[config.mk]
export PLATFORM = sky130hd
export DESIGN_NAME = serial_line_tx
export DESIGN_NICKNAME = d
export VERILOG_FILES = /design/src/rtl/serial_line_tx.sv
export SDC_FILE = /design/constraint.sdc
export NUM_CORES = 1
export LEC_CHECK = 0
export BUFFER_PORTS_ARGS = -buffer_cell sky130_fd_sc_hd__buf_2
export CAP_MARGIN = 20
export CORE_MARGIN = 2
export CORE_UTILIZATION = 44
export DETAILED_ROUTE_END_ITERATION = 7
export PLACE_DENSITY = 0.74
export RECOVER_POWER = 100
export SYNTH_ARGS = -nofsm -noshare
export SYNTH_HDL_FRONTEND = slang
export SYNTH_SLANG_ARGS = --single-unit
[constraint.sdc]
create_clock -name clock -period 2.15 [get_ports clock]
set_clock_uncertainty 0.15 [all_clocks]
set_input_delay 0.3225 -clock clock [delete_from_list [all_inputs] [get_ports clock]]
set_output_delay 0.3225 -clock clock [all_outputs]
set_load 0.1 [all_outputs]
[src/rtl/serial_line_tx.sv]
// serial_line_tx: handshake-fed parallel-to-serial transmitter with a one-word holding register and optional inter-word gap.
// Define SERIAL_LINE_TX_LSB_FIRST_EN to shift words out LSB first (default MSB first).
module serial_line_tx #(
   parameter int DATA_WIDTH = 8,
   parameter int GAP_CYCLES = 0
) (
   input  logic                  clock,
   input  logic                  reset,
   input  logic [DATA_WIDTH-1:0] data_in,
   input  logic                  data_valid,
   output logic                  data_ready,
   output logic                  serial_line,
   output logic                  word_done,
   output logic                  busy
);
   localparam int CW = $clog2(DATA_WIDTH);
   typedef enum logic [1:0] {IDLE, SHIFT, GAP} state_t;
   state_t state, state_nx;
   logic [DATA_WIDTH-1:0] hold, shifter, shifted;
   logic hold_full, take, load, last_bit, gap_end, cur_bit, line_nx;
   logic [CW-1:0] bit_cnt;
   logic [3:0] gap_cnt;
   assign data_ready = !hold_full && !reset;
   assign busy       = state != IDLE || hold_full;
   assign take       = data_valid && data_ready;
   assign last_bit   = state == SHIFT && bit_cnt == CW'(DATA_WIDTH - 1);
   assign gap_end    = state == GAP && gap_cnt == 4'(GAP_CYCLES - 1);
`ifdef SERIAL_LINE_TX_LSB_FIRST_EN
   assign cur_bit = shifter[0];
   assign shifted = {1'b0, shifter[DATA_WIDTH-1:1]};
`else
   assign cur_bit = shifter[DATA_WIDTH-1];
   assign shifted = {shifter[DATA_WIDTH-2:0], 1'b0};
`endif
   always_ff @(posedge clock or posedge reset)
      if (reset) state <= IDLE;
      else       state <= state_nx;
   always_comb begin
      state_nx = state;
      case (state)
         IDLE:    if (hold_full) state_nx = SHIFT;
         SHIFT:   if (last_bit) state_nx = (GAP_CYCLES > 0) ? GAP : (hold_full ? SHIFT : IDLE);
         GAP:     if (gap_end) state_nx = hold_full ? SHIFT : IDLE;
         default: state_nx = IDLE;
      endcase
   end
   // a load empties hold, which is only refilled when data_ready is high, so the two never collide
   always_comb begin
      load    = hold_full && (state == IDLE || (last_bit && GAP_CYCLES == 0) || gap_end);
      line_nx = state == SHIFT && cur_bit;
   end
   always_ff @(posedge clock or posedge reset)
      if (reset) begin
         hold        <= '0;
         hold_full   <= 1'b0;
         shifter     <= '0;
         bit_cnt     <= '0;
         gap_cnt     <= '0;
         serial_line <= 1'b0;
         word_done   <= 1'b0;
      end else begin
         if (take) begin
            hold      <= data_in;
            hold_full <= 1'b1;
         end else if (load) hold_full <= 1'b0;
         shifter     <= load ? hold : (state == SHIFT ? shifted : shifter);
         bit_cnt     <= (load || last_bit) ? '0 : (state == SHIFT ? bit_cnt + 1'b1 : bit_cnt);
         gap_cnt     <= (state == GAP) ? gap_cnt + 4'd1 : 4'd0;
         serial_line <= line_nx;
         word_done   <= last_bit;
      end
endmodule

; ---- Word level (Yosys, flattened, before mapping)
; Cells that the tools add are included.
[op_classes]
muxes = 12
n_mul = 0
n_bitwise = 0
add_sub_neg = 2
div = 0
shift = 0
n_eq_ne = 7
n_reduce_logical = 18
n_lt_le_gt_ge = 0
[ops]
columns = cell, count
row1 = $mux W8, 2
row2 = $reduce_bool A2 Y1, 4
row3 = $logic_and A1 B1 Y1, 6
row4 = $mux W2, 3
row5 = $mux W3, 2
row6 = $ne A2 B2 Y1 const B, 3
row7 = $pmux W2 S3, 1
row8 = $add A4 B1 Y4 const B, 1
row9 = $eq A4 B4 Y1 const B, 1
row10 = $logic_or A1 B1 Y1, 4
row11 = $mux W4, 1
row12 = $add A3 B1 Y3 const B, 1
row13 = $eq A3 B3 Y1 const B, 1
row14 = $mux W1, 3
row15 = $reduce_and A3 Y1, 1
row16 = $eq A2 B1 Y1 const B, 1
row17 = $eq A2 B2 Y1 const B, 1
row18 = $logic_not A1 Y1, 2
row19 = $logic_not A2 Y1, 1
[word_totals]
rom_bits = 0
output_inout_bits = 4
ram_bits = 0
word_cells = 47
register_bits = 28
latchBits = 0
n_memories = 0

; ---- Logic depth before layout (Yosys ltp)
; Gate-level depths: netlist (run 1).
[depth]
word_depth = 7
ltp_mapped = 6
depth_no_buf = 5

; ---- Worst setup path before layout (run 1)
; Ideal clock, no wire load.
[synth_path]
path_type = reg-to-reg
start = reg hold_full
end = reg hold[0]
setup_time_ps = 125
path_buffers = 1
stages_incl_launch_ff = 5
t_arrival_ps = 2371
slack_ps = -496
synth_period_minus_slack_ps = 2646
required_time_ps = 1875
path_cell_list = dfrtp_1 nor2_1 and2_1 buf_6 mux2_4
[synth_via]
elab_chain_cells = 3
[synth_lines]
columns = element, line
row1 = start: declaration, 20  ; logic hold_full, take, load, last_bit, gap_end, cur_bit, line_nx;
row2 = start signal: assignment, 55  ; hold_full <= 1'b0;
row3 = start signal: assignment, 64  ; hold_full <= 1'b1;
row4 = start signal: assignment, 65  ; end else if (load) hold_full <= 1'b0;
row5 = $logic_not A1 Y1, 23  ; assign data_ready = !hold_full && !reset;
row6 = $logic_and A1 B1 Y1, 23
row7 = named net data_ready, 11  ; output logic data_ready,
row8 = $logic_and A1 B1 Y1, 25  ; assign take = data_valid && data_ready;
row9 = end signal: assignment, 63  ; hold <= data_in;
row10 = end: declaration, 19  ; logic [DATA_WIDTH-1:0] hold, shifter, shifted;
; The timed path passes the listed nets, and every way through them passes these cells.
; A chain may end at the register's enable or synchronous reset.

; ---- Worst setup path after layout (run 1)
[layout_path]
start = reg hold_full
end = out busy
[layout_via]
elab_chain_cells = 1
[layout_lines]
columns = element, line
row1 = $logic_or A1 B1 Y1, 24  ; assign busy = state != IDLE || hold_full;
row2 = end: declaration, 14  ; output logic busy
; No other way between the ends.

==> results_dict.tcl, run 1 <==
set metrics [dict create \
    status "finished, final reports clean" \
    portBuffers 14 \
    routed_wl_um 1650 \
    cp.arrival_ps 1560 \
    htree_levels 1 \
    place_congestion 0.745 \
    rr_endpoint "hold[4]" \
    hold_depth 2 \
    n_antenna_cell 0 \
    num_rows 17 \
    synth_seq_area_share_pct 56.7 \
    layout_min_cycle_time_ps 2030 \
    dieArea_um2 2710 \
    critical_path_required_ps 1680 \
    cts.clk_slew.worst_paths_ps 130 \
    reg2regPathDepth 4 \
    cp_max_fo 11 \
    die_h_um 52.1 \
    grt_pass1_wl_um 2830 \
    routedWlPerCell_um 13.2 \
    hp-start "data_in[6]" \
    cts_tree "done" \
    final_net_count 111 \
    criticalPathCategory "flip-flop to primary output" \
    multi_input_area_um2 377 \
    r2r_setup_slack_ps 190 \
    ant_nets 0 \
    start_util_pct 46.4 \
    worst_pin_slew_ps 1200 \
    clkLatencyLatePin_ps 310 \
    firstDrtPassIters 4 \
    grt_pass1_vias 630 \
    rsz0062_at_grt "no" \
    antenna_found_initial 0 \
    initialDrtViolationCount 15 \
    area_delta_synth_final_pct 11.0 \
    io-pin-count 15 \
    nFillCells 206 \
    dp_hpwl_um 1190 \
    startpoint_type "flip-flop" \
    final-max-slew-violation-count 0 \
    peakVddDrop_v 0.000762 \
    die_w_um 52.1 \
    reg2reg_from "hold_full" \
    ff_latch_area_um2 576 \
    cts_root_buf "clkbuf_4" \
    power.density_nw_per_um2 1420 \
    clockBufferDepth 2 \
    avgSynthCellArea_um2 12.7 \
    ys_ff_latch 23 \
    via_count 655 \
    grt_overflow_total 0 \
    drv_cap 0 \
    p_leak_uw 0.000570 \
    netlist_instances 80 \
    synth_cell_type_count 19 \
    synth_nets 93 \
    hold_end "hold[6]" \
    via_per_inst 5.24 \
    core_um2 2190 \
    max_freq_mhz 492 \
    grt_use_total_pct 14.7 \
    hold_viol 0 \
    synth_area_um2 1020 \
    hold_path.class "primary input to flip-flop" \
    setup_tns_ps 0 \
    final_layout_size_suffix_gt1_share_pct 26.8 \
    cts_setup_buffers 0 \
    grt_max_degree 24 \
    fin_crit_sh_pct 94.6 \
    yosysWarningCount 0 \
    drc 0 \
    relSlewSlack_pct 19.8 \
    end_kind "primary output" \
    placed_cell_area_um2 1110 \
    cts-buffers-inserted 3 \
    cts_sinks 23 \
    design_area_um2 1130 \
    finalSetupViolCount 0 \
]
-- state kept, by name, summed over array words and instances, names as in the netlist --
signal and count:
state 1, bit_cnt 3, shifter 8, word_done 1, serial_line 1, hold_full 1
hold 8
-- layout by cell type, fill, tap and decap left out --
cell / count
dfrtp_1: 23
o21bai_1: 1
o221a_2: 4
mux2_1: 5
nand2_1: 13
buf_2: 10
o21ai_0: 1
nor2_4: 1
inv_1: 7
and2_1: 1
mux2_4: 3
clkbuf_4: 3
a32oi_1: 3
ha_1: 2
and2_0: 2
clkbuf_1: 3
nand2b_1: 1
clkbuf_2: 3
nor2_2: 1
mux2i_1: 4
a32o_1: 1
dlygate4sd3_1: 1
clkinv_2: 1
a21boi_0: 1
o32ai_1: 2
-- metal layers --
| metal | vias up | part of all wire, % | GRT usage (%) |
|---|---|---|---|
| met1 | 313 | 48 | 20.2 |
| met5 | - | 0 | 0 |
| li1 | 318 | - | - |
| met3 | 6 | 3.8 | 2.87 |
| met2 | 18 | 46 | 21.3 |
| met4 | 0 | 2.2 | 8.77 |
-- repair_timing --
action / 4_1_cts / 5_1_grt
resized for setup: 0 / 1
endpoints found under the hold margin: 23 / 0
hold buffers: 1 / 0
endpoints found under the setup margin: 0 / 1
-- worst max-delay path by stage --
stage / start / to / slack [ps] / depth (start not counted)
after floorplan: hold_full / hold[0] / 310 / 4
after global routing: hold_full / busy / 9 / 3
after CTS: hold_full / busy / 20 / 3
after global placement: bit_cnt[0] / shifter[6] / 390 / 5
final: hold_full / busy / 120 / 3
after detailed placement: bit_cnt[0] / shifter[5] / 310 / 5
-- cell families after synthesis --
group | synth area share [%]
muxes | 15.8
and+or+nand+nor | 8.01
adders and majority gates | 2.46
DFF | 56.7
buffers and inverters | 5.42
AOI/OAI and AO/OA | 11.7
-- synth_stat cells --
cell type  number  share of area, %
dfrtp_1        23                57
nand2_1        13               4.8
mux2_4          8                12
inv_1           7               2.6
mux2i_1         4               3.9
o221a_2         4               4.4
a32oi_1         3               2.6
and2_1          3               1.8
buf_2           2              0.99
ha_1            2               2.5
nor2_1          2              0.74
o32ai_1         2               1.7
a21boi_0        1              0.74
a32o_1          1              0.99
buf_4           1              0.74
buf_6           1               1.1
nand2b_1        1              0.62
o21ai_0         1              0.49
o21bai_1        1              0.74
-- power by group --
| group | switching (µW) | total [µW] | internal [µW] |
|---|---|---|---|
| Clock | 132 | 202 | 69.5 |
| Combinational | 374 | 631 | 256 |
| Sequential | 155 | 767 | 612 |
| Total | 662 | 1600 | 938 |
-- through the flow --
stage | power [µW] | std cells | worst slack (ps) | util, % | hold slack (ps)
final | 1600 | 125 | 117 | 51.5 | 67.5
after global routing | 1710 | 125 | 8.53 | 51.5 | 65.5
after CTS | 1660 | 125 | 22.6 | 52.6 | 74.2
after detailed placement | 1460 | 120 | 311 | 50.9 | 256
after global placement | 1430 | 120 | 389 | 50.9 | 250
after floorplan | 1340 | 80 | 314 | - | 174
-- critical path: stages, from the launching register on --
cell and delay, ps:
dfrtp_1 610, nor2_2 150, inv_1 70, buf_2 410
-- cell type report --
cell class	count	area share, %
inverters	7	2.33
multi-input cells	46	33.4
well taps	28	3.11
clock inverters	1	0.444
flip-flops and latches	23	51.1
clock buffers	3	2.00
repair buffers	17	7.66
No activity file was read; power rests on OpenSTA's default activity.
==> run 2, diff against run 1 <==
- REMOVE_ABC_BUFFERS: not set -> 1
==> run 2 against run 1 <==
  * Critical path type is now primary input to flip-flop
  * Wire length up 1.6%
  * Non-clock buffer count down 1
  * Power down 0.37%
  * Utilization down 0.46 points
  * Critical path depth up 2
  * Global-route usage down 0.30 points
  * Highest routed layer unchanged
==> results_dict.tcl, run 2 (same netlist as run 1, synthesis figures left out) <==
set metrics [dict create \
    status "finished, final reports clean" \
    rsz0062_at_grt "no" \
    cp_slowest_stage_delay_ps 640 \
    r2r_setup_slack_ps 140 \
    cts_setup_buffers 0 \
    instances_no_fill 124 \
    routedWlPerCell_um 13.5 \
    layout_min_cycle_time_ps 2080 \
    p_sw_uw 647 \
    place_congestion 0.776 \
    drv_cap 0 \
    grt_pass1_wl_um 2800 \
    pwr-share-seq_pct 47.8 \
    end_kind "flip-flop" \
    ant_nets 0 \
    worstSetupEndpoint "hold[6]" \
    cts_root_buf "clkbuf_4" \
    dieArea_um2 2710 \
    power_switching_share_pct 40.6 \
    cts.clk_slew.worst_paths_ps 120 \
    grt_use_total_pct 14.4 \
    multi_input_area_um2 370 \
    grt_max_degree 16 \
    cts_tree "done" \
    reg2reg_from "hold_full" \
    cts_sinks 23 \
    final-max-slew-violation-count 0 \
    final_common_cell "dfrtp_1" \
    relSlewSlack_pct 45.4 \
    start_util_pct 46.4 \
    routed_wl_um 1670 \
    reg_top3 "hold: 8 flops, shifter: 8 flops, bit_cnt: 3 flops" \
    max_freq_mhz 480 \
    io-pin-count 15 \
    via_count 652 \
    hold_path.class "primary input to flip-flop" \
    fin_ws_ps 66.4 \
    nFillCells 199 \
    grt_pass1_vias 649 \
    final_layout_size_suffix_gt1_share_pct 26.0 \
    ff_latch_area_um2 577 \
    p_leak_uw 0.000569 \
    final_net_count 110 \
    clockBufferDepth 2 \
    clkLatencyLatePin_ps 300 \
    cp_max_fo 9 \
    antenna_found_initial 0 \
    p_comb_share_pct 40.2 \
    critical_path_required_ps 2190 \
    hold_viol 0 \
    cp.arrival_ps 2120 \
    rr_endpoint "hold[6]" \
    portBuffers 14 \
    cp_slowest_cell "and2_0" \
    dpl_worst_slack_ps 271 \
    crit_start "reset" \
    grt_overflow_total 0 \
    n_antenna_cell 0 \
    peakVddDrop_v 0.000762 \
    area_delta_synth_final_pct 9.98 \
    power_frac_clock_pct 12.1 \
    reg2regPathDepth 3 \
    core_um2 2190 \
    startpoint_type "primary input" \
    power.density_nw_per_um2 1430 \
    dp_hpwl_um 1190 \
    p_int_uw 947 \
    cts-buffers-inserted 3 \
    die_w_um 52.1 \
    criticalPathCategory "primary input to flip-flop" \
    firstDrtPassIters 4 \
    initialDrtViolationCount 6 \
    place_inst 119 \
    htree_levels 1 \
    crit_chain "dlygate4sd3_1 -> clkbuf_1 -> nor2_1 -> and2_0 -> mux2_1" \
    worst_pin_slew_ps 819 \
    finalSetupViolCount 0 \
    fin_crit_sh_pct 96.9 \
    die_h_um 52.1 \
    layout_common_cells "dfrtp_1 (22), nand2_1 (13), buf_2 (10), inv_1 (7)" \
    drc 0 \
    num_rows 17 \
    via_per_inst 5.26 \
]
run 2: metal layers:
layer  global-route usage, %  wire length, µm  vias up
met3                    2.30               57        4
met2                    22.2              776       14
met5                       0                0        -
li1                        -                -      317
met1                    18.1              808      317
met4                    10.5               30        0
run 2: worst max-delay path: cells and delay by family:
kind	cells	cell delay, ps
AND/OR/NAND/NOR	2	750
multiplexers	1	400
buffers and inverters	2	640
run 2: how the worst min path moves through the flow:
| stage | startpoint | to | depth (start not counted) |
|---|---|---|---|
| after floorplan | reset | bit_cnt[0] | 1 |
| after global placement | reset | state[0] | 2 |
| after detailed placement | reset | state[0] | 2 |
| after CTS | data_in[2] | hold[2] | 2 |
| after global routing | data_in[7] | hold[7] | 2 |
| final | data_in[7] | hold[7] | 2 |
run 2: area by class of cell:
class	instances	share of cell area, %
Clock buffer	4	2.35
Sequential cell	23	51.6
Inverter	7	2.35
Tap cell	28	3.14
Multi-Input combinational cell	46	33.1
Timing Repair Buffer	16	7.39
run 2: power groups by stage:
stage	Clock (µW)	Sequential, µW	Combinational [µW]
final	192	762	640
after global routing	212	791	705
after CTS	201	765	682
after detailed placement	0	774	678
after global placement	0	768	651
after floorplan	0	803	494
run 2: metrics by stage:
step,total power [µW],hold slack [ps],area [µm²],util [%],TNS [ps]
5_1_grt,1710,65.4,1120,51.0,0
2_1_floorplan,1300,174,987,-,-6820
4_1_cts,1650,82.9,1140,51.9,0
6_report,1590,77.1,1120,51.0,0
3_5_place_dp,1450,160,1100,50.2,0
3_3_place_gp,1420,142,1100,50.2,0
run 2: timing repair:
action / 4_1_cts / 5_1_grt
endpoints found under the setup margin: 0 / 1
endpoints found under the hold margin: 8 / 0
gates resized for setup: 0 / 1
hold buffers: 1 / 0
